**config.mk**
```make
export PLATFORM = sky130hd
export DESIGN_NAME = mem_port_arbiter
export DESIGN_NICKNAME = d
export VERILOG_FILES = /design/src/rtl/mem_arb_pkg.sv /design/src/rtl/mem_arb_rr_pick.sv /design/src/rtl/mem_port_arbiter.sv
export SDC_FILE = /design/constraint.sdc
export NUM_CORES = 1
export LEC_CHECK = 0
export CAP_MARGIN = 25
export CORE_AREA = 4 4 240 242
export CTS_BUF_LIST = sky130_fd_sc_hd__clkbuf_8
export DETAILED_ROUTE_END_ITERATION = 6
export DIE_AREA = 0 0 244 246
export GPL_ROUTABILITY_DRIVEN = 0
export SLEW_MARGIN = 20
export SYNTH_ARGS = -nofsm -noshare
export SYNTH_HDL_FRONTEND = slang
export SYNTH_SLANG_ARGS = --single-unit
```
**constraint.sdc**
```tcl
create_clock -name clk -period 3.9 [get_ports clk]
set_input_delay 0.78 -clock clk [delete_from_list [all_inputs] [get_ports clk]]
set_output_delay 0.78 -clock clk [all_outputs]
set_load 0.1 [all_outputs]
```
**src/rtl/mem_arb_pkg.sv**
```systemverilog
// Shared types and sizing helpers for the memory-port arbiter.
package mem_arb_pkg;

  typedef enum logic [1:0] {
    ST_IDLE  = 2'd0,
    ST_ISSUE = 2'd1,
    ST_WAIT  = 2'd2
  } arb_state_e;

  localparam int unsigned NUM_REQ_MIN = 2;
  localparam int unsigned NUM_REQ_MAX = 8;
  localparam int unsigned PTR_W_MAX   = $clog2(NUM_REQ_MAX);

  // Width of a requester index / round-robin pointer for n requesters.
  function automatic int unsigned ptr_w(input int unsigned n);
    return (n < 2) ? 1 : $clog2(n);
  endfunction

endpackage

```
**src/rtl/mem_arb_rr_pick.sv**
```systemverilog
// Combinational round-robin picker: index ptr_i has highest priority, then ascending mod NUM_REQ.
module mem_arb_rr_pick
  import mem_arb_pkg::*;
#(
  parameter int unsigned NUM_REQ = 4,
  parameter int unsigned PTR_W   = 2
) (
  input  logic [NUM_REQ-1:0] req_i,
  input  logic [PTR_W-1:0]   ptr_i,
  output logic [NUM_REQ-1:0] gnt_o,
  output logic [PTR_W-1:0]   idx_o
);

  logic             found;
  logic [PTR_W-1:0] cand;

  always_comb begin
    gnt_o = '0;
    idx_o = '0;
    found = 1'b0;
    cand  = '0;
    for (int unsigned k = 0; k < NUM_REQ; k++) begin
      cand = PTR_W'((32'(ptr_i) + k) % NUM_REQ);
      if (!found && req_i[cand]) begin
        found       = 1'b1;
        gnt_o[cand] = 1'b1;
        idx_o       = cand;
      end
    end
  end

endmodule

```
**src/rtl/mem_port_arbiter.sv**
```systemverilog
// Round-robin arbiter sharing one memory port, one outstanding transaction at a time.
// Optional MEM_ARB_LOCK_EN adds req_lock for back-to-back read-modify-write ownership.
module mem_port_arbiter
  import mem_arb_pkg::*;
#(
  parameter int unsigned NUM_REQ = 4,
  parameter int unsigned ADDR_W  = 32,
  parameter int unsigned DATA_W  = 64
) (
  input  logic                      clk,
  input  logic                      rst_n,
  input  logic [NUM_REQ-1:0]        req_valid,
  output logic [NUM_REQ-1:0]        req_ready,
  input  logic [NUM_REQ-1:0]        req_wr,
  input  logic [NUM_REQ*ADDR_W-1:0] req_addr,
  input  logic [NUM_REQ*DATA_W-1:0] req_wdata,
`ifdef MEM_ARB_LOCK_EN
  input  logic [NUM_REQ-1:0]        req_lock,
`endif
  output logic [NUM_REQ-1:0]        rsp_valid,
  output logic [DATA_W-1:0]         rsp_data,
  output logic                      mem_req_valid,
  input  logic                      mem_req_ready,
  output logic                      mem_wr,
  output logic [ADDR_W-1:0]         mem_addr,
  output logic [DATA_W-1:0]         mem_wdata,
  input  logic                      mem_rsp_valid,
  input  logic [DATA_W-1:0]         mem_rsp_data
);

  localparam int unsigned PTR_W = ptr_w(NUM_REQ);

  if (NUM_REQ < NUM_REQ_MIN || NUM_REQ > NUM_REQ_MAX) begin : g_bad_num_req
    $error("mem_port_arbiter: NUM_REQ out of range");
  end

  arb_state_e         state_q, state_d;
  logic [PTR_W-1:0]   owner_q, owner_d;
  logic [PTR_W-1:0]   ptr_q, ptr_d;
`ifdef MEM_ARB_LOCK_EN
  logic               locked_q, locked_d;
`endif
  logic [NUM_REQ-1:0] pick_gnt;
  logic [PTR_W-1:0]   pick_idx;
  logic               pick_any;

  function automatic logic [PTR_W-1:0] next_idx(input logic [PTR_W-1:0] i);
    return (32'(i) == NUM_REQ - 1) ? '0 : i + 1'b1;
  endfunction

  mem_arb_rr_pick #(
    .NUM_REQ (NUM_REQ),
    .PTR_W   (PTR_W)
  ) u_pick (
    .req_i (req_valid),
    .ptr_i (ptr_q),
    .gnt_o (pick_gnt),
    .idx_o (pick_idx)
  );

  assign pick_any = |pick_gnt;

  always_ff @(posedge clk or negedge rst_n) begin
    if (!rst_n) begin
      state_q  <= ST_IDLE;
      owner_q  <= '0;
      ptr_q    <= '0;
`ifdef MEM_ARB_LOCK_EN
      locked_q <= 1'b0;
`endif
    end else begin
      state_q  <= state_d;
      owner_q  <= owner_d;
      ptr_q    <= ptr_d;
`ifdef MEM_ARB_LOCK_EN
      locked_q <= locked_d;
`endif
    end
  end

  always_comb begin
    state_d  = state_q;
    owner_d  = owner_q;
    ptr_d    = ptr_q;
`ifdef MEM_ARB_LOCK_EN
    locked_d = locked_q;
`endif
    case (state_q)
      ST_IDLE: begin
`ifdef MEM_ARB_LOCK_EN
        // A locked owner keeps the port; everyone else stalls until it re-requests.
        if (locked_q) begin
          if (req_valid[owner_q]) state_d = ST_ISSUE;
        end else if (pick_any) begin
          owner_d = pick_idx;
          state_d = ST_ISSUE;
        end
`else
        if (pick_any) begin
          owner_d = pick_idx;
          state_d = ST_ISSUE;
        end
`endif
      end
      ST_ISSUE: begin
        if (mem_req_ready) state_d = ST_WAIT;
      end
      ST_WAIT: begin
        if (mem_rsp_valid) begin
          state_d = ST_IDLE;
`ifdef MEM_ARB_LOCK_EN
          locked_d = req_lock[owner_q];
          if (!req_lock[owner_q]) ptr_d = next_idx(owner_q);
`else
          ptr_d = next_idx(owner_q);
`endif
        end
      end
      default: state_d = ST_IDLE;
    endcase
  end

  always_comb begin
    req_ready     = '0;
    rsp_valid     = '0;
    rsp_data      = '0;
    mem_req_valid = 1'b0;
    mem_wr        = 1'b0;
    mem_addr      = '0;
    mem_wdata     = '0;
    case (state_q)
      ST_ISSUE: begin
        mem_req_valid      = 1'b1;
        mem_wr             = req_wr[owner_q];
        mem_addr           = req_addr[32'(owner_q)*ADDR_W +: ADDR_W];
        mem_wdata          = req_wdata[32'(owner_q)*DATA_W +: DATA_W];
        req_ready[owner_q] = mem_req_ready;
      end
      ST_WAIT: begin
        if (mem_rsp_valid) begin
          rsp_valid[owner_q] = 1'b1;
          rsp_data           = mem_rsp_data;
        end
      end
      default: ;
    endcase
  end

endmodule

```
==> metrics.md <==
| Metric | Value |
|---|---|
| CP startpoint kind | `input port` |
| Synth Warn # | `0` |
| WHS | `747 ps` |
| Initial antenna violation count | `15` |
| RSZ-0062 raised after global routing | `false` |
| Status | `completed` |
| Grt ovf | `0` |
| Top cells by area, synth | `mux4_2 (56%), and2_1 (26%), dfrtp_1 (3.8%), ha_1 (3.1%), clkbuf_1 (2.4%)` |
| MaxCap Viol Count | `0` |
| Top-count cell post-synth | `and2_1` |
| Sw frac | `0.660` |
| Critical path's slowest cell | `clkdlybuf4s50_1` |
| Post-DR vias/cell | `3.42` |
| Final Critical Period | `roughly 3200 ps` |
| Clock buffer depth | `2` |
| Placed Area | `11300 um^2` |
| Crit path top cell by count | `buf_4` |
| Final setup vio count | `0` |
| Initial drt markers | `170` |
| FFs w/ async S/R, synth | `1.00` |
| Largest net degree at the start of global routing | `73` |
| Die span in x | `roughly 240 um` |
| Fin. max-slew vios | `0` |
| Hold Crit Class | `flop to flop` |
| Syn Area/Cell | `approximately 11 um^2` |
| Mapped Area | `3990 um^2` |
| Yosys top cell by area | `mux4_2` |
| Final period util | `0.821` |
| Worst Max-Slew Pin Slew | `654 ps` |
| Footprint of the multi-input gates | `3640 um^2` |
| Most common library cells after synthesis | `and2_1 (166), mux4_2 (99), clkbuf_1 (26), buf_2 (13), ha_1 (10)` |
| Design Area, Final | `11300 um^2` |
| Crit path largest cell delay | `between 400 and 500 ps` |
| Logic gate share of total power | `0.971` |
| Leak | `around 4.3 nW` |
| Worst rel slew slack | `0.564` |
| DRT antenna net count | `0` |
| Unique masters post-synth | `25` |
| Drt wl/cell | `20.1 um` |
| Worst Path Arrival | `between 2000 and 2500 ps` |
| CTS sink cnt | `6` |
| Cts hold-fix bufs | `0` |
| #FFs+latches synth | `6` |
| Crit Path Max Fanout | `a little over 70` |
| Fin. Hold Viols | `0` |
| Post-CTS sizing | `0` |
| Pwr Density | `between 700 and 800 nW/um^2` |
| Flop pwr share | `0.018` |
| Clock skew | `0.142 ps` |
| Crit-path cells | `clkdlybuf4s50_1, inv_1, nor2_4, buf_4, and2_1, buf_4` |
| I/O Buffers | `~630` |
| FP Rows | `between 80 and 90` |
| Die Y | `246 um` |
| # IOs | `630` |
| Clock-pin slew on the worst setup and hold paths | `40 ps` |
| Total CTS buffers | `3` |
| GRT Total Usage | `0.105` |
| CTS tree | `done` |
| # DRC | `0` |
| Main flop type after synthesis | `dfrtp_1` |
| Via count | `5854` |
| Core Box Area | `55100 um^2` |
| Number of flops mapped to enable cells by yosys | `0` |
| Final Net Count | `approximately 1400` |
| Pint | `0.00297 W` |
| Sequential area share after synthesis | `0.0377` |
| Required time of the worst setup path | `3120 ps` |
| Clock network power share | `0.011` |
| Die area | `between 60000 and 70000 um^2` |
| Syn Inst Count | `362` |
| Post-CTS setup buffers | `0` |
| F_max | `312 MHz` |
| Syn nets | `832` |
| Drt total wl | `between 30 and 40 mm` |
| Critical path class | `input port to output pin` |
| First-pass GRT wire length | `roughly 47 mm` |
| Clk root buf | `clkbuf_8` |
| CTS H-Tree Depth | `1` |
| Finished Layout Cells | `about 1700` |
| Sw power | `0.00577 W` |
| Reg area | `between 150 and 200 um^2` |
| Placed Cells | `between 1500 and 2000` |
| Initial Util | `0.0724` |
| Fillers | `6021` |
| Top cell type's share of synthesized area | `0.559` |
| DRT Pass-1 Iters | `4` |
| Vias in the first global route | `approximately 6500` |
| Critical Path Sink Type | `output pin` |
| Final HPWL DP | `roughly 30 mm` |
| Maximum VDD drop | `0.456 mV` |
| Clock latency on the worst-skew pair | `between 200 and 250 ps` |
| Layout cells sized above 1 | `0.299` |
| Area Overhead vs Synth | `185%` |
| Setup Total Neg Slack | `0 ps` |
-- state kept, by name (all words and copies together), names as in the netlist --
register / flops
ptr_q: 2
owner_q: 2
state_q: 2
-- cell type report --
class / count / area share
clock buffer: 3 / 0.00364
inverter: 8 / 0.00265
sequential: 6 / 0.0139
clock inverter: 1 / 0.000331
timing repair buffer: 636 / 0.575
tap: 748 / 0.0825
antenna: 4 / 0.000883
multi-input combinational: 307 / 0.321
-- critical path, delay by kind of cell --
kind | cells | cell delay (ps)
buffers and inverters | 4 | 1260
AND/OR/NAND/NOR | 2 | 310
-- power by group through the flow --
stage | Combinational [W] | Sequential, W | Clock (W)
2_1_floorplan | 0.00620 | 0.000122 | 0
3_3_place_gp | 0.00853 | 0.000156 | 0
3_5_place_dp | 0.00857 | 0.000158 | 0
4_1_cts | 0.00859 | 0.000158 | 0.0000994
5_1_grt | 0.00882 | 0.000166 | 0.000102
6_report | 0.00848 | 0.000157 | 0.0000969
-- cell families (layout without fill, tap and decap cells) --
family                     after synthesis  count (layout)  share of synthesized area
and+or+nand+nor                        181             181                      0.280
AOI/OAI and AO/OA                       11              11                     0.0185
buffers and inverters                   49             648                     0.0530
other                                    0               4                          0
DFF                                      6               6                     0.0377
adders and majority gates               10              10                     0.0314
muxes                                  105             105                      0.579
-- metrics by stage --
step | worst slack, ps | utilization | power (W)
after global placement | 758 | 0.205 | 0.00869
after CTS | 708 | 0.206 | 0.00885
after floorplan | 638 | - | 0.00632
final | 700 | 0.206 | 0.00874
after global routing | 589 | 0.206 | 0.00909
after detailed placement | 710 | 0.205 | 0.00873
-- path summary, 6_finish.rpt --
kind / start / to / slack (ps) / cells past startpoint
setup reg to reg: ptr_q[0] / owner_q[1] / 1400 / 6
min in group asynchronous: rst_n / owner_q[1] / 810 / 1
max in group asynchronous: rst_n / owner_q[0] / 2820 / 1
hold / removal: state_q[0] / state_q[1] / 750 / 2
hold reg to reg: state_q[0] / state_q[1] / 750 / 2
setup / recovery: mem_rsp_valid / rsp_data[24] / 700 / 6
-- layout by cell type, fill, tap and decap left out, types with 2 or more instances in the layout --
cell type        Yosys  final
buf_12               0     48
diode_2              0      4
nor4_1               2      2
inv_1                8      9
ha_1                10     10
dfrtp_1              6      4
and2_1             166    166
clkdlybuf4s50_1      0    459
clkbuf_8             0      3
dfrtp_4              0      2
nand2_1              3      3
o21ai_0              6      6
mux4_2              99     99
buf_4                1    129
mux2_2               2      2
mux2i_1              3      3
nor3_1               2      2
and3_1               4      4
-- layer usage --
| metal | vias up | routed length, um | part of all wire | track usage |
|---|---|---|---|---|
| met5 | - | 62 | 0.0018 | 0 |
| met4 | 10 | 563 | 0.016 | 0.0177 |
| met3 | 39 | 3380 | 0.098 | 0.0331 |
| met2 | 406 | 17000 | 0.49 | 0.189 |
| met1 | 2822 | 13500 | 0.39 | 0.125 |
| li1 | 2577 | - | - | - |
Power figures use the tool's default switching activity.
==> RTL change 1 (config.mk and constraints unchanged) <==
Build with the macro `MEM_ARB_LOCK_EN` defined.
--- a/src/rtl/mem_port_arbiter.sv
+++ b/src/rtl/mem_port_arbiter.sv
@@ -1,5 +1,7 @@
 // Round-robin arbiter sharing one memory port, one outstanding transaction at a time.
 // Optional MEM_ARB_LOCK_EN adds req_lock for back-to-back read-modify-write ownership.
+`define MEM_ARB_LOCK_EN
+
 module mem_port_arbiter
   import mem_arb_pkg::*;
 #(
Ports: changed (added req_lock); port bits go from 630 to 634. No check against the original RTL was run, so the function may have changed too.
==> RTL change 1 against the original RTL <==
- critical path depth unchanged
- total power rose by 4.7%
- global-route usage is essentially flat
- final cell count grew 2.7%
- register-to-register slack got worse by 0.50 ns
- routed wire length rose by 1.6%
- non-clock buffer count up 5
- area after synthesis rose by 9.0%
- worst setup slack improved by 0.037 ns
- cell area rose by 5.8%
- sequential cell count is 1 higher
- sequential power up 44%
- critical path type unchanged
==> RTL change 1: results (changes against the original RTL) <==
Clk slew on worst S/H paths: 0.04 ns (about the same)
Hold Path Cell Cnt: 1 (-1)
Post-detail-place hpwl: 30.8 mm (-0.38%)
Placed cell area: 0.0119 mm^2 (+5.8%)
Vias in the first global route: 6,547 (+0.88%)
Seq/Total Area, Yosys: 4.03% (+0.26 points)
Worst Hold Launch: state_q[1]
CP Max Fanout: 53 (-26%)
Peak VDD IR: 0.407 mV (-11%)
Post-Place Worst Slack: 0.729 ns (+0.0196 ns)
Non-Filler Instances: 1,760 (+2.7%)
Initial antenna violation count: 18 (+3)
Adder-cell share of the synthesized area: 2.88% (-0.26 points)
Largest net degree at the start of global routing: 61 (-16%)
Leak: 4.45 nW (+3.8%)
Status: completed
Fin nets: 1,480 (+3.4%)
Share of cells above drive strength 1: 29.3% (-0.61 points)
Reg-to-Reg End: owner_q[0]
Worst Hold Endpoint: state_q[0]
Max-slew headroom: 62.8% (+6.4 points)
Library cells used by synthesis: 44 (+76%)
Biggest regs: owner_q x2, ptr_q x2, state_q x2
Via density: 3.51 (+2.6%)
Worst hold slack: 0.582 ns (-0.165 ns)
Mean routed wirelength per cell: 19.9 um (-1.1%)
Drt initial violations: 385 (+130%)
Post-synthesis mux area share: 54.2% (-3.7 points)
Origin of the critical flop-to-flop path: ptr_q[1]
DR pass1 iterations: 5 (+1)
R2R cell count: 7 (+1)
Setup Skew: 0.00221 ns (+0.00207 ns)
Top cell type's share of synthesized area: 51.8% (-4.1 points)
GRT Util Overall: 10.5% (-0.037 points)
Placed Cells: 1,749 (+2.6%)
Port-buffer cells: 633 (+0.64%)
Post-synthesis instance total: 407 (+12%)
Syn_nets: 881 (+5.9%)
First-pass GRT wire length: 47.1 mm (+0.87%)
Worst reg2reg setup slack: 0.90 ns (-0.50 ns)
RTL change 1: final cells by class:
type,count,area (um^2)
Tap cell,748,936
Clock inverter,1,3.75
Fill cell,5984,43100
Inverter,6,22.5
Clock buffer,3,41.3
Sequential cell,7,183
Antenna cell,7,17.5
Multi-Input combinational cell,347,3920
Timing Repair Buffer,641,6880
RTL change 1: kinds of logic after synthesis:
| family | Yosys count |
|---|---|
| simple gates | 200 |
| mux | 110 |
| buf+inv | 53 |
| compound gates | 27 |
| fa+ha+maj | 10 |
| flops | 7 |
RTL change 1: worst max-delay path by stage:
stage,from,endpoint,slack (ns),cells past startpoint
final,mem_rsp_valid,rsp_data[53],0.74,6
after global routing,mem_rsp_valid,rsp_data[55],0.61,6
after CTS,mem_rsp_valid,rsp_data[53],0.72,6
after detailed placement,mem_rsp_valid,rsp_data[53],0.73,6
after global placement,mem_rsp_valid,rsp_data[16],0.80,6
after floorplan,state_q[0],mem_addr[23],0.63,3
RTL change 1: metal layers:
metal	vias up	GRT usage (%)	wire length, um
met3	44	2.87	2830
met5	-	0	41
met1	2991	13.0	13900
li1	2755	-	-
met4	6	2.21	796
met2	374	18.3	17400
RTL change 1: critical path, stage by stage:
cell	delay, ns
clkdlybuf4s50_1	0.49
nand2_1	0.11
nor2_4	0.31
buf_12	0.25
and2_1	0.22
buf_12	0.19
RTL change 1: report_power, final:
part / leakage (nW) / internal (W) / switching [W]
Combinational: 4.34 / 0.00276 / 0.00606
Sequential: 0.0827 / 0.000117 / 0.000109
Clock: 0.0269 / 0.0000682 / 0.0000331
Total: 4.45 / 0.00295 / 0.00620
==> RTL change 2 (same flow settings) <==
Made on the original files. Reset style: synchronous (`rst_n`), changed in one clocked block.
--- a/src/rtl/mem_port_arbiter.sv
+++ b/src/rtl/mem_port_arbiter.sv
@@ -60,7 +60,7 @@
 
   assign pick_any = |pick_gnt;
 
-  always_ff @(posedge clk or negedge rst_n) begin
+  always_ff @(posedge clk) begin
     if (!rst_n) begin
       state_q  <= ST_IDLE;
       owner_q  <= '0;
Behaviour: differs if rst_n is asserted again (counterexample within 4 cycles, from zero or initial values and one cycle with rst_n low); with rst_n held inactive, the same outputs for 4 cycles.
==> RTL change 2 against the original RTL <==
- area after synthesis up 2.5%
- cell area is 4.0% higher
- routed wire length rose by 9.7%
- utilization grew 0.83 points
- sequential cell count unchanged
- worst setup slack got worse by 0.034 ns
- register-to-register slack worse by 0.51 ns
Power is not compared: it rests on default switching activity, and its combinational part moved more than twofold at a synthesized area within 25%.
==> RTL change 2: results (changes against the original RTL) <==
Syn_nets: 847 (+1.8%)
Commonest cells in the netlist: and2_1 (165), mux4_2 (98), clkbuf_1 (31)
Invs w/o clock: 7 (-1)
Final-layout non-clock buffer area share: 58.3% (+0.76 points)
Slowest CP cell: and3b_2
Routed wire length on met3: 4.50 mm (+33%)
Reg-to-Reg End: owner_q[0]
Largest net degree at the start of global routing: 104 (+42%)
Crit-path max cell delay: 0.50 ns (+0.03 ns)
Setup Skew: 0.00917 ns (+0.00903 ns)
Met2 wire length: 19.1 mm (+13%)
Final Util: 21.4% (+0.83 points)
Crit path DAT: 2.45 ns (+0.03 ns)
Async S/R FF share, synth: 0% (-100 points)
Post-synthesis cell area: 0.00409 mm^2 (+2.5%)
Crit path to: rsp_data[52]
Multi-input gate count: 322 (+4.9%)
Worst Hold Launch: state_q[1]
Met1 GRT Util: 11.8% (-0.66 points)
Share of cells above drive strength 1: 29.5% (-0.39 points)
Fillcell total: 6,011 (-0.17%)
Worst hold slack: 0.600 ns (-0.148 ns)
First-pass GRT wire length: 50.5 mm (+8.2%)
Vias in the first global route: 6,845 (+5.5%)
Worst Hold Endpoint: state_q[0]
R2R cell count: 7 (+1)
Origin of the critical flop-to-flop path: ptr_q[0]
Met3 global-route usage: 5.38% (+2.1 points)
Seq/Total Area, Yosys: 2.94% (-0.83 points)
Status: completed
-- RTL change 2: cell types whose count changed after synthesis, sizes merged, moves of 4 or more --
cell | unedited run | this run
o21ai | 6 | 0
nor2 | 2 | 10
a21oi | 0 | 6
dfxtp | 0 | 6
dfrtp | 6 | 0
clkbuf | 26 | 31
buf | 15 | 11
-- RTL change 2: cells by family after synthesis --
| kind of cell | count (synthesis) | share of synthesized area (%) |
|---|---|---|
| DFF | 6 | 2.94 |
| adders and majority gates | 10 | 3.06 |
| muxes | 103 | 56.4 |
| buffers and inverters | 49 | 4.96 |
| AOI/OAI and AO/OA | 19 | 3.86 |
| and+or+nand+nor | 190 | 28.8 |
-- RTL change 2: metrics by stage --
step	setup slack (ns)	std cells
after global placement	0.696	1721
after global routing	0.550	1728
final	0.666	1731
after detailed placement	0.642	1721
after CTS	0.641	1725
after floorplan	0.645	377
